## src/rtl/read_write_logic_and_dbbfr.sv

```systemverilog
// Bus interface for an 8259-style controller. The CPU strobes are sampled
// once, and each write is committed when its write strobe rises. A small
// decode FSM steps through the ICW1..ICW4 initialisation sequence and then
// routes later writes into the OCW registers.
module read_write_logic_and_dbbfr (
    input  logic       clk,
    input  logic       rst,
    input  logic       CSn,
    input  logic       rdn,
    input  logic       wrn,
    input  logic       A0,
    input  logic [7:0] WR,
    input  logic [2:0] cadr,
    output logic       wrflg,
    output logic       rdflag,
    output logic       b0,
    output logic [7:0] icw1,
    output logic [7:0] icw2,
    output logic [7:0] icw3,
    output logic [7:0] icw4,
    output logic [7:0] ocw1,
    output logic [7:0] ocw2,
    output logic [7:0] ocw3,
    output logic       init_done
);

    typedef enum logic [2:0] {
        UNINIT    = 3'd0,
        WAIT_ICW2 = 3'd1,
        WAIT_ICW3 = 3'd2,
        WAIT_ICW4 = 3'd3,
        READY     = 3'd4
    } state_t;

    logic       r_csn, r_rdn, r_wrn, r_a0;
    logic [7:0] r_wr;
    logic [2:0] r_cadr;
    logic       r_pend_a0, r_armed;
    logic [7:0] r_pend_wr;
    logic       r_wrflg, r_rdflag, r_b0;
    state_t     r_state, w_state_nxt;
    logic [7:0] r_icw1, r_icw2, r_icw3, r_icw4, r_ocw1, r_ocw2, r_ocw3;
    logic [7:0] w_icw1, w_icw2, w_icw3, w_icw4, w_ocw1, w_ocw2, w_ocw3;
    logic       w_capture, w_commit;

    // A write is captured while the chip is selected and wrn is low. It
    // commits on the first sampled wrn high that still sees the chip selected.
    assign w_capture = !r_csn && !r_wrn;
    assign w_commit  = r_armed && !r_csn && r_wrn;

    // Sample every input once; strobes idle high after reset.
    always_ff @(posedge clk) begin
        if (rst) begin
            r_csn  <= 1'b0;
            r_rdn  <= 1'b1;
            r_wrn  <= 1'b1;
            r_a0   <= 1'b0;
            r_wr   <= 8'h00;
            r_cadr <= 3'd0;
        end else begin
            r_csn  <= CSn;
            r_rdn  <= rdn;
            r_wrn  <= wrn;
            r_a0   <= A0;
            r_wr   <= WR;
            r_cadr <= cadr;
        end
    end

    // Hold the pending write. A deselect before the wrn rise disarms it.
    always_ff @(posedge clk) begin
        if (rst) begin
            r_pend_a0 <= 1'b0;
            r_pend_wr <= 8'h00;
            r_armed   <= 1'b0;
        end else if (w_capture) begin
            r_pend_a0 <= r_a0;
            r_pend_wr <= r_wr;
            r_armed   <= 1'b1;
        end else if (w_commit || r_csn) begin
            r_armed   <= 1'b0;
        end
    end

    // Registered status flags: write pulse, read-active, cascade match.
    always_ff @(posedge clk) begin
        if (rst) begin
            r_wrflg  <= 1'b0;
            r_rdflag <= 1'b0;
            r_b0     <= 1'b0;
        end else begin
            r_wrflg  <= w_commit;
            r_rdflag <= !r_csn && !r_rdn && r_wrn;
            r_b0     <= (r_state == READY) && !r_icw1[1] && (r_cadr == r_icw3[2:0]);
        end
    end

    // Decode state and the programmed register file.
    always_ff @(posedge clk) begin
        if (rst) begin
            r_state <= UNINIT;
            r_icw1  <= 8'h00;
            r_icw2  <= 8'h00;
            r_icw3  <= 8'h00;
            r_icw4  <= 8'h00;
            r_ocw1  <= 8'h00;
            r_ocw2  <= 8'h00;
            r_ocw3  <= 8'h00;
        end else begin
            r_state <= w_state_nxt;
            r_icw1  <= w_icw1;
            r_icw2  <= w_icw2;
            r_icw3  <= w_icw3;
            r_icw4  <= w_icw4;
            r_ocw1  <= w_ocw1;
            r_ocw2  <= w_ocw2;
            r_ocw3  <= w_ocw3;
        end
    end

    // Next-state and register decode for a committed write. ICW1 restarts the
    // sequence from any state; anything else depends on where we are.
    always_comb begin
        w_state_nxt = r_state;
        w_icw1 = r_icw1;
        w_icw2 = r_icw2;
        w_icw3 = r_icw3;
        w_icw4 = r_icw4;
        w_ocw1 = r_ocw1;
        w_ocw2 = r_ocw2;
        w_ocw3 = r_ocw3;
        if (w_commit) begin
            if (!r_pend_a0 && r_pend_wr[4]) begin
                w_icw1      = r_pend_wr;
                w_icw2      = 8'h00;
                w_icw3      = 8'h00;
                w_icw4      = 8'h00;
                w_ocw1      = 8'h00;
                w_ocw2      = 8'h00;
                w_ocw3      = 8'h02;
                w_state_nxt = WAIT_ICW2;
            end else begin
                case (r_state)
                    WAIT_ICW2: if (r_pend_a0) begin
                        w_icw2 = r_pend_wr;
                        if (!r_icw1[1])     w_state_nxt = WAIT_ICW3;
                        else if (r_icw1[0]) w_state_nxt = WAIT_ICW4;
                        else                w_state_nxt = READY;
                    end
                    WAIT_ICW3: if (r_pend_a0) begin
                        w_icw3      = r_pend_wr;
                        w_state_nxt = r_icw1[0] ? WAIT_ICW4 : READY;
                    end
                    WAIT_ICW4: if (r_pend_a0) begin
                        w_icw4      = r_pend_wr;
                        w_state_nxt = READY;
                    end
                    READY: begin
                        if (r_pend_a0)                    w_ocw1 = r_pend_wr;
                        else if (r_pend_wr[4:3] == 2'b00) w_ocw2 = r_pend_wr;
                        else if (r_pend_wr[4:3] == 2'b01) w_ocw3 = r_pend_wr;
                    end
                    default: ;
                endcase
            end
        end
    end

    assign wrflg     = r_wrflg;
    assign rdflag    = r_rdflag;
    assign b0        = r_b0;
    assign icw1      = r_icw1;
    assign icw2      = r_icw2;
    assign icw3      = r_icw3;
    assign icw4      = r_icw4;
    assign ocw1      = r_ocw1;
    assign ocw2      = r_ocw2;
    assign ocw3      = r_ocw3;
    assign init_done = (r_state == READY);

endmodule

```

## config.mk

```make
export PLATFORM = sky130hd
export DESIGN_NAME = read_write_logic_and_dbbfr
export DESIGN_NICKNAME = d
export VERILOG_FILES = /design/src/rtl/read_write_logic_and_dbbfr.sv
export SDC_FILE = /design/constraint.sdc
export NUM_CORES = 1
export LEC_CHECK = 0
export ABC_CLOCK_PERIOD_IN_PS = 4900
export CORE_ASPECT_RATIO = 1.2
export CORE_UTILIZATION = 28
export CTS_BUF_LIST = sky130_fd_sc_hd__clkbuf_2 sky130_fd_sc_hd__clkbuf_4 sky130_fd_sc_hd__clkbuf_8
export DETAILED_ROUTE_END_ITERATION = 7
export PLACE_DENSITY = 0.59
export SLEW_MARGIN = 20
export SYNTH_ARGS = -nofsm -noshare
export SYNTH_HDL_FRONTEND = slang
export SYNTH_SLANG_ARGS = --single-unit
```

## constraint.sdc

```tcl
create_clock -name clk -period 4.9 [get_ports clk]
set_input_delay 0.735 -clock clk [delete_from_list [all_inputs] [get_ports clk]]
set_output_delay 0.735 -clock clk [all_outputs]
set_load 0.05 [all_outputs]
```

# Word level (Yosys, flattened, before mapping)
# Index checks and enable logic that the tools add are counted.
totals:
  inputBits: 17
  out_inout_bits: 60
  word_cells: 90
  register_bits: 87
classes:
  n_reduce_logical: 32
  eq_ne: 11
  n_mux: 27
ops:
  columns: ["op", "count"]
  rows:
  - ["$mux 8", 18]
  - ["$mux 3", 6]
  - ["$reduce_bool 2->1", 8]
  - ["$reduce_and 3->1", 4]
  - ["$reduce_and 5->1", 2]
  - ["$ne 3x3->1 const B", 3]
  - ["$pmux 3 s3", 1]
  - ["$logic_and 1x1->1", 8]
  - ["$eq 3x2->1 const B", 2]
  - ["$logic_not 1->1", 5]
  - ["$reduce_and 4->1", 1]
  - ["$reduce_bool 4->1", 1]
  - ["$eq 3x1->1 const B", 1]
  - ["$eq 3x3->1", 1]
  - ["$eq 3x3->1 const B", 1]
  - ["$eq 2x1->1 const B", 1]
  - ["$logic_not 2->1", 1]
  - ["$mux 1", 2]
  - ["$ne 2x1->1 const B", 1]
  - ["$ne 2x2->1 const B", 1]
  - ["$reduce_and 2->1", 1]
  - ["$logic_or 1x1->1", 1]

# Logic depth before layout (Yosys ltp)
# Gate-level depths: netlist (run 1).
depth:
  word_depth: 6
  ltp_mapped: 6
  ltp_nobuf: 4

# Worst setup path before layout (run 1)
# OpenSTA, ideal clock, no wires.
synth_path:
  kind: "flip-flop to output port"
  from: "register r_state[0]"
  to: "output port init_done"
  required_time_ps: 4165
  slack_ps: 2997
  stages_incl_launch_ff: 4
  path_buffers: 1
  t_arrival_ps: 1168
  cell_sequence: "dfxtp_1 > buf_4 > or3b_4 > inv_1"
synth_between:
  elab_chain_len: 1
synth_rtl:
  columns: ["item", "line_no", "text"]
  rows:
  - ["start: declaration", "41", "state_t r_state, w_state_nxt;"]
  - ["start signal: assignment", "110", "r_state <= w_state_nxt;"]
  - ["$eq 3x3->1", "179", "assign init_done = (r_state == READY);"]
  - ["end: declaration", "24", "output logic init_done"]
# Every way passes these cells.

# Worst setup path after layout (run 1)
layout_path:
  from: "register r_state[2]"
  to: "output port init_done"
# Same word-level chain as after synthesis.

==> flow_summary.yaml, run 1 <==
timing:
  drv_slew: 0
  tns_ns: 0
  rsz0062_at_grt: "false"
  post-route-period-util: 0.597
  hold_violations: 0
  relSlewSlack: 0.356
  setup_viol_count_final: 0
  timing.fmax_ghz: 0.342
  skew_ns: 0.00827
  worst_pin_slew_ns: 0.964
  min_period_ns: 2.93
clocking:
  cts-htree-levels: 3
  post_cts_resized: 0
  clkSinkCount: 87
  cts_max_path_buffers: 2
  clk_pin_slew_ns: 0.09
  cts_tree: "done"
  cts.hold.buffers_added: 0
  clock_latency_ns: 0.36
  post-cts-setup-buffers: 0
  cts_root_buffer: "clkbuf_8"
  cts_buffers: 9
placement:
  hpwl_um: 5030
  gp_congestion: 0.815
  port_buffers: 76
  place_inst: 559
logic_synthesis:
  synth_area_per_cell_um2: 9.43
  postSynthCellCount: 349
  ys_ff_latch: 87
  yosysSeqAreaShare: 0.529
  synth_nets: 366
  yosysWarnings: 0
  ys_types: 38
  synth_area_mm2: 0.00329
worst_setup_path:
  crit_fanout: 10
  cp.required_ns: 4.16
  timing.rr.end: "icw4[4]$_SDFFE_PP0P_"
  r2r_setup_slack_ns: 2.63
  criticalPathCategory: "flip-flop to output port"
  arrival_ns: 2.19
  reg2regPathDepth: 4
  end_kind: "output port"
  r2r_start: "r_pend_a0$_SDFFE_PP0P_"
  cp-start-kind: "flip-flop"
hold_path:
  min_from: "r_rdn$_SDFF_PP1_"
  hold_path_class: "flip-flop to flip-flop"
  min_to: "rdflag$_SDFF_PP0_"
  whs_path_depth: 1
global_routing:
  track_usage: 0.133
  antenna_found_initial: 0
  grt_overflow: 0
  grt_max_degree: 90
  grt_pass1_wl_um: 12100
  grt_pass1_vias: 2310
finish:
  finalNetCount: 430
  drive_gt1_frac: 0.0766
  fillerInstances: 1210
  antenna_cells: 0
  final_cells: 575
  area.growth.synth_to_final_pct: 32.5
drt:
  routed_wl_um: 7800
  drc: 0
  ant_nets: 0
  firstDrtPassIters: 4
  post_drt_via_cell_ratio: 4.51
  drt-initial-drc-count: 100
  routedWlPerCell_um: 13.6
  vias: 2595
pwr:
  power.density_mw_per_mm2: 304
  leakagePower_nw: 1.44
  ir_drop_mv: 0.131
job:
  drv_cap: 0
floorplanning:
  boundaryPins: 77
  core_mm2: 0.0115
  start_util: 0.286
  rows: 43
  die_w_um: 101
  die_area_mm2: 0.0122
  die_y_um: 121
outcome:
  status: "finished, final reports clean"
[power breakdown]
part / internal, mW / switching [mW]
combinational: 0.0261 / 0.0278
clock: 0.288 / 0.260
sequential: 0.716 / 0.0101
total: 1.03 / 0.298
[per-layer routing]
layer / global-route usage / up-vias / wire [um]
li1: - / 1302 / -
met1: 0.165 / 1221 / 3610
met2: 0.211 / 61 / 3670
met3: 0.0376 / 11 / 374
met4: 0.0589 / 0 / 136
met5: 0 / - / 0
[registers in the layout, summed over array words and instances (netlist names), 3 cells and up]
name	cells
r_state	3
r_cadr	3
icw1	8
ocw2	8
icw3	8
icw2	8
r_wr	8
ocw1	8
icw4	8
ocw3	8
r_pend_wr	8
[through the flow]
step | cell area [um^2] | worst slack (ns) | hold WS [ns] | utilization | power [mW]
after global routing | 4360 | 1.88 | 0.416 | 0.379 | 1.38
after CTS | 4360 | 1.95 | 0.409 | 0.379 | 1.35
after detailed placement | 4140 | 2.36 | 0.392 | 0.360 | 0.798
final | 4360 | 1.97 | 0.403 | 0.379 | 1.33
after global placement | 4140 | 2.42 | 0.395 | 0.360 | 0.797
after floorplan | 3290 | 3.00 | 0.376 | - | 0.774
[cells in the final DEF, fill, tap and decap left out, types with 6 or more instances in the layout]
cell type        instances
clkbuf_8                 9
nand3_1                 29
nand2b_1                28
nand3b_1                12
o21ai_0                 40
nor2b_1                 14
nor2_1                  21
a21oi_1                 12
clkdlybuf4s50_1         75
nand2_1                 24
mux2i_1                 12
inv_1                    6
dfxtp_1                 87
[cell families after synthesis]
group	synth area share
xor+xnor	0.00799
flops	0.529
buf+inv	0.0449
compound gates	0.120
mux	0.0365
simple gates	0.261
[critical path, cell delays in order (launching register included)]
cell             delay (ns)
dfxtp_1                0.48
or3b_4                 0.44
inv_1                  0.11
clkdlybuf4s50_1        0.80
[cell type report]
type                       instances  area, um^2  share of cell area
multi-input combinational        231        1410               0.323
timing repair buffer              78         771               0.177
clock buffer                       9         124              0.0284
tap                              157         196              0.0450
sequential                        87        1740               0.399
clock inverter                     7        97.6              0.0224
inverter                           6        22.5             0.00516
[cells in the mapped netlist]
cell / count / area (um^2)
inv_1: 6 / 22.5
nor4b_1: 3 / 26.3
nand4bb_1: 1 / 11.3
and2_1: 1 / 6.26
nand2_1: 24 / 90.1
buf_6: 3 / 33.8
nand3b_2: 1 / 11.3
nor2_1: 22 / 82.6
a211oi_2: 1 / 12.5
nor4_1: 1 / 6.26
or2b_1: 2 / 15.0
o31a_1: 1 / 8.76
clkbuf_1: 17 / 63.8
xnor2_1: 2 / 17.5
dfxtp_1: 87 / 1740
a211oi_1: 3 / 22.5
nor3_1: 2 / 10.0
buf_4: 1 / 7.51
or2_2: 3 / 18.8
and3b_1: 3 / 26.3
nor3b_1: 1 / 7.51
nand3_1: 29 / 145
or3_1: 1 / 6.26
o21bai_1: 3 / 22.5
xor2_1: 1 / 8.76
or3b_1: 1 / 8.76
or3b_4: 2 / 22.5
nor2b_1: 14 / 87.6
mux2i_1: 12 / 120
clkbuf_2: 1 / 5.00
nand2b_1: 28 / 175
a211oi_4: 3 / 60.1
o21ai_0: 40 / 200
o32ai_1: 1 / 8.76
and4bb_2: 1 / 12.5
buf_2: 3 / 15.0
nand3b_1: 12 / 90.1
a21oi_1: 12 / 60.1
[how the worst max path moves through the flow]
stage                                       start        end  cells past startpoint
after detailed placement  r_state[2]$_SDFFE_PP0P_  init_done                      3
after CTS                 r_state[2]$_SDFFE_PP0P_  init_done                      3
after floorplan           r_state[0]$_SDFFE_PP0P_  init_done                      3
after global routing      r_state[2]$_SDFFE_PP0P_  init_done                      3
after global placement    r_state[2]$_SDFFE_PP0P_  init_done                      3
final                     r_state[2]$_SDFFE_PP0P_  init_done                      3
Power figures use the tool's default switching activity.
==> run 2: changes to the inputs <==
- ABC_CLOCK_PERIOD_IN_PS: 4900 -> 2500
- PLACE_DENSITY: 0.59 -> 0.61
- clock period: 4.9 -> 2.5 ns (I/O delays scaled with it)
==> run 2 against run 1 <==
Effect of this change: cell area down 0.23%; register-to-register slack lost 2.2 ns; combinational power rose by 95%; global-route usage is 0.098 points higher; wire length shrank 0.72%; sequential power grew 96%; power up 87%; critical path type is now flip-flop to flip-flop.
==> flow_summary.yaml, run 2 (synthesis gave the netlist of run 1 again) <==
outcome:
  status: "finished, final reports clean"
clocking:
  cts_tree: "done"
  cts.hold.buffers_added: 0
  cts-htree-levels: 3
  cts_root_buffer: "clkbuf_8"
  post-cts-setup-buffers: 0
  post_cts_resized: 0
  cts_max_path_buffers: 2
  clk_pin_slew_ns: 0.09
  clkSinkCount: 87
  cts_buffers: 9
  clock_latency_ns: 0.36
drt:
  firstDrtPassIters: 4
  wl_met2_um: 3550
  drt-initial-drc-count: 126
  wl_met3_um: 407
  highest_layer: "met4"
  routed_wl_um: 7740
  post_drt_via_cell_ratio: 4.42
  vias: 2551
  ant_nets: 0
  drc: 0
  routedWlPerCell_um: 13.4
  wl_met1_um: 3660
worst_setup_path:
  cp.required_ns: 2.73
  criticalPathCategory: "flip-flop to flip-flop"
  end_kind: "flip-flop"
  crit_fanout: 15
  startpoint: "r_pend_a0$_SDFFE_PP0P_"
  arrival_ns: 2.28
  reg2regPathDepth: 4
  r2r_start: "r_pend_a0$_SDFFE_PP0P_"
  r2r_setup_slack_ns: 0.46
  crit_end: "icw3[4]$_SDFFE_PP0P_"
  cp-start-kind: "flip-flop"
  timing.rr.end: "icw3[4]$_SDFFE_PP0P_"
global_routing:
  antenna_found_initial: 0
  track_usage: 0.134
  grt_max_degree: 52
  grt_pass1_vias: 2336
  grt_overflow: 0
  grt_pass1_wl_um: 12200
finish:
  finalNetCount: 433
  final_cell_mix: "87 x dfxtp_1, 74 x clkdlybuf4s50_1, 40 x o21ai_0"
  final_area_mm2: 0.00435
  antenna_cells: 0
  final_common_cell: "dfxtp_1"
  final_cells: 577
  area.growth.synth_to_final_pct: 32.2
  drive_gt1_frac: 0.0833
timing:
  setup_viol_count_final: 0
  rsz0062_at_grt: "false"
  relSlewSlack: 0.443
  drv_slew: 0
  hold_violations: 0
  tns_ns: 0
  post-route-period-util: 0.816
  skew_ns: 0.0123
  hold_slack_ns: 0.404
  worst_pin_slew_ns: 0.834
  min_period_ns: 2.04
  timing.fmax_ghz: 0.490
floorplanning:
  start_util: 0.286
  core_mm2: 0.0115
  boundaryPins: 77
  rows: 43
  die_w_um: 101
  die_area_mm2: 0.0122
  die_y_um: 121
hold_path:
  hold_path_class: "flip-flop to flip-flop"
pwr:
  finalPower_mw: 2.48
  leakagePower_nw: 1.44
  ir_drop_mv: 0.232
  power.density_mw_per_mm2: 571
placement:
  hpwl_um: 5200
  gp_congestion: 0.831
  port_buffers: 76
  placed_area_mm2: 0.00416
  place_inst: 562
job:
  drv_cap: 0
[run 2: worst max-delay path, cell delays in order, from the launching register on]
cell,delay [ns]
dfxtp_1,0.72
nor2_1,0.35
a211oi_4,0.55
mux2i_1,0.24
nor2_1,0.05
[run 2: cell type report]
type	instances	area (um^2)
fill	1192	7160
sequential	87	1740
multi-input combinational	231	1410
timing repair buffer	81	791
tap	157	196
clock buffer	10	131
clock inverter	5	60.1
inverter	6	22.5
[run 2: how the worst min path moves through the flow]
stage,from,endpoint,cells after the start
final,r_rdn$_SDFF_PP1_,rdflag$_SDFF_PP0_,1
after global routing,r_rdn$_SDFF_PP1_,rdflag$_SDFF_PP0_,1
after CTS,r_rdn$_SDFF_PP1_,rdflag$_SDFF_PP0_,1
after detailed placement,r_rdn$_SDFF_PP1_,rdflag$_SDFF_PP0_,1
after global placement,r_rdn$_SDFF_PP1_,rdflag$_SDFF_PP0_,1
after floorplan,r_rdn$_SDFF_PP1_,rdflag$_SDFF_PP0_,1
[run 2: per-layer routing]
metal	GRT usage	vias to the layer above
li1	-	1315
met1	0.175	1160
met2	0.205	65
met3	0.0335	11
met4	0.0616	0
met5	0	-
[run 2: stage by stage]
| step | util | setup slack, ns |
|---|---|---|
| after floorplan | - | 0.921 |
| after global placement | 0.361 | 0.558 |
| after detailed placement | 0.361 | 0.464 |
| after CTS | 0.378 | 0.457 |
| after global routing | 0.378 | 0.281 |
| final | 0.378 | 0.459 |
[run 2: where the power goes]
part | switching [mW] | internal, mW | total, mW | leakage (nW)
Sequential | 0.0201 | 1.40 | 1.42 | 0.705
Clock | 0.487 | 0.469 | 0.956 | 0.0957
Combinational | 0.0542 | 0.0510 | 0.105 | 0.642
Total | 0.562 | 1.92 | 2.48 | 1.44
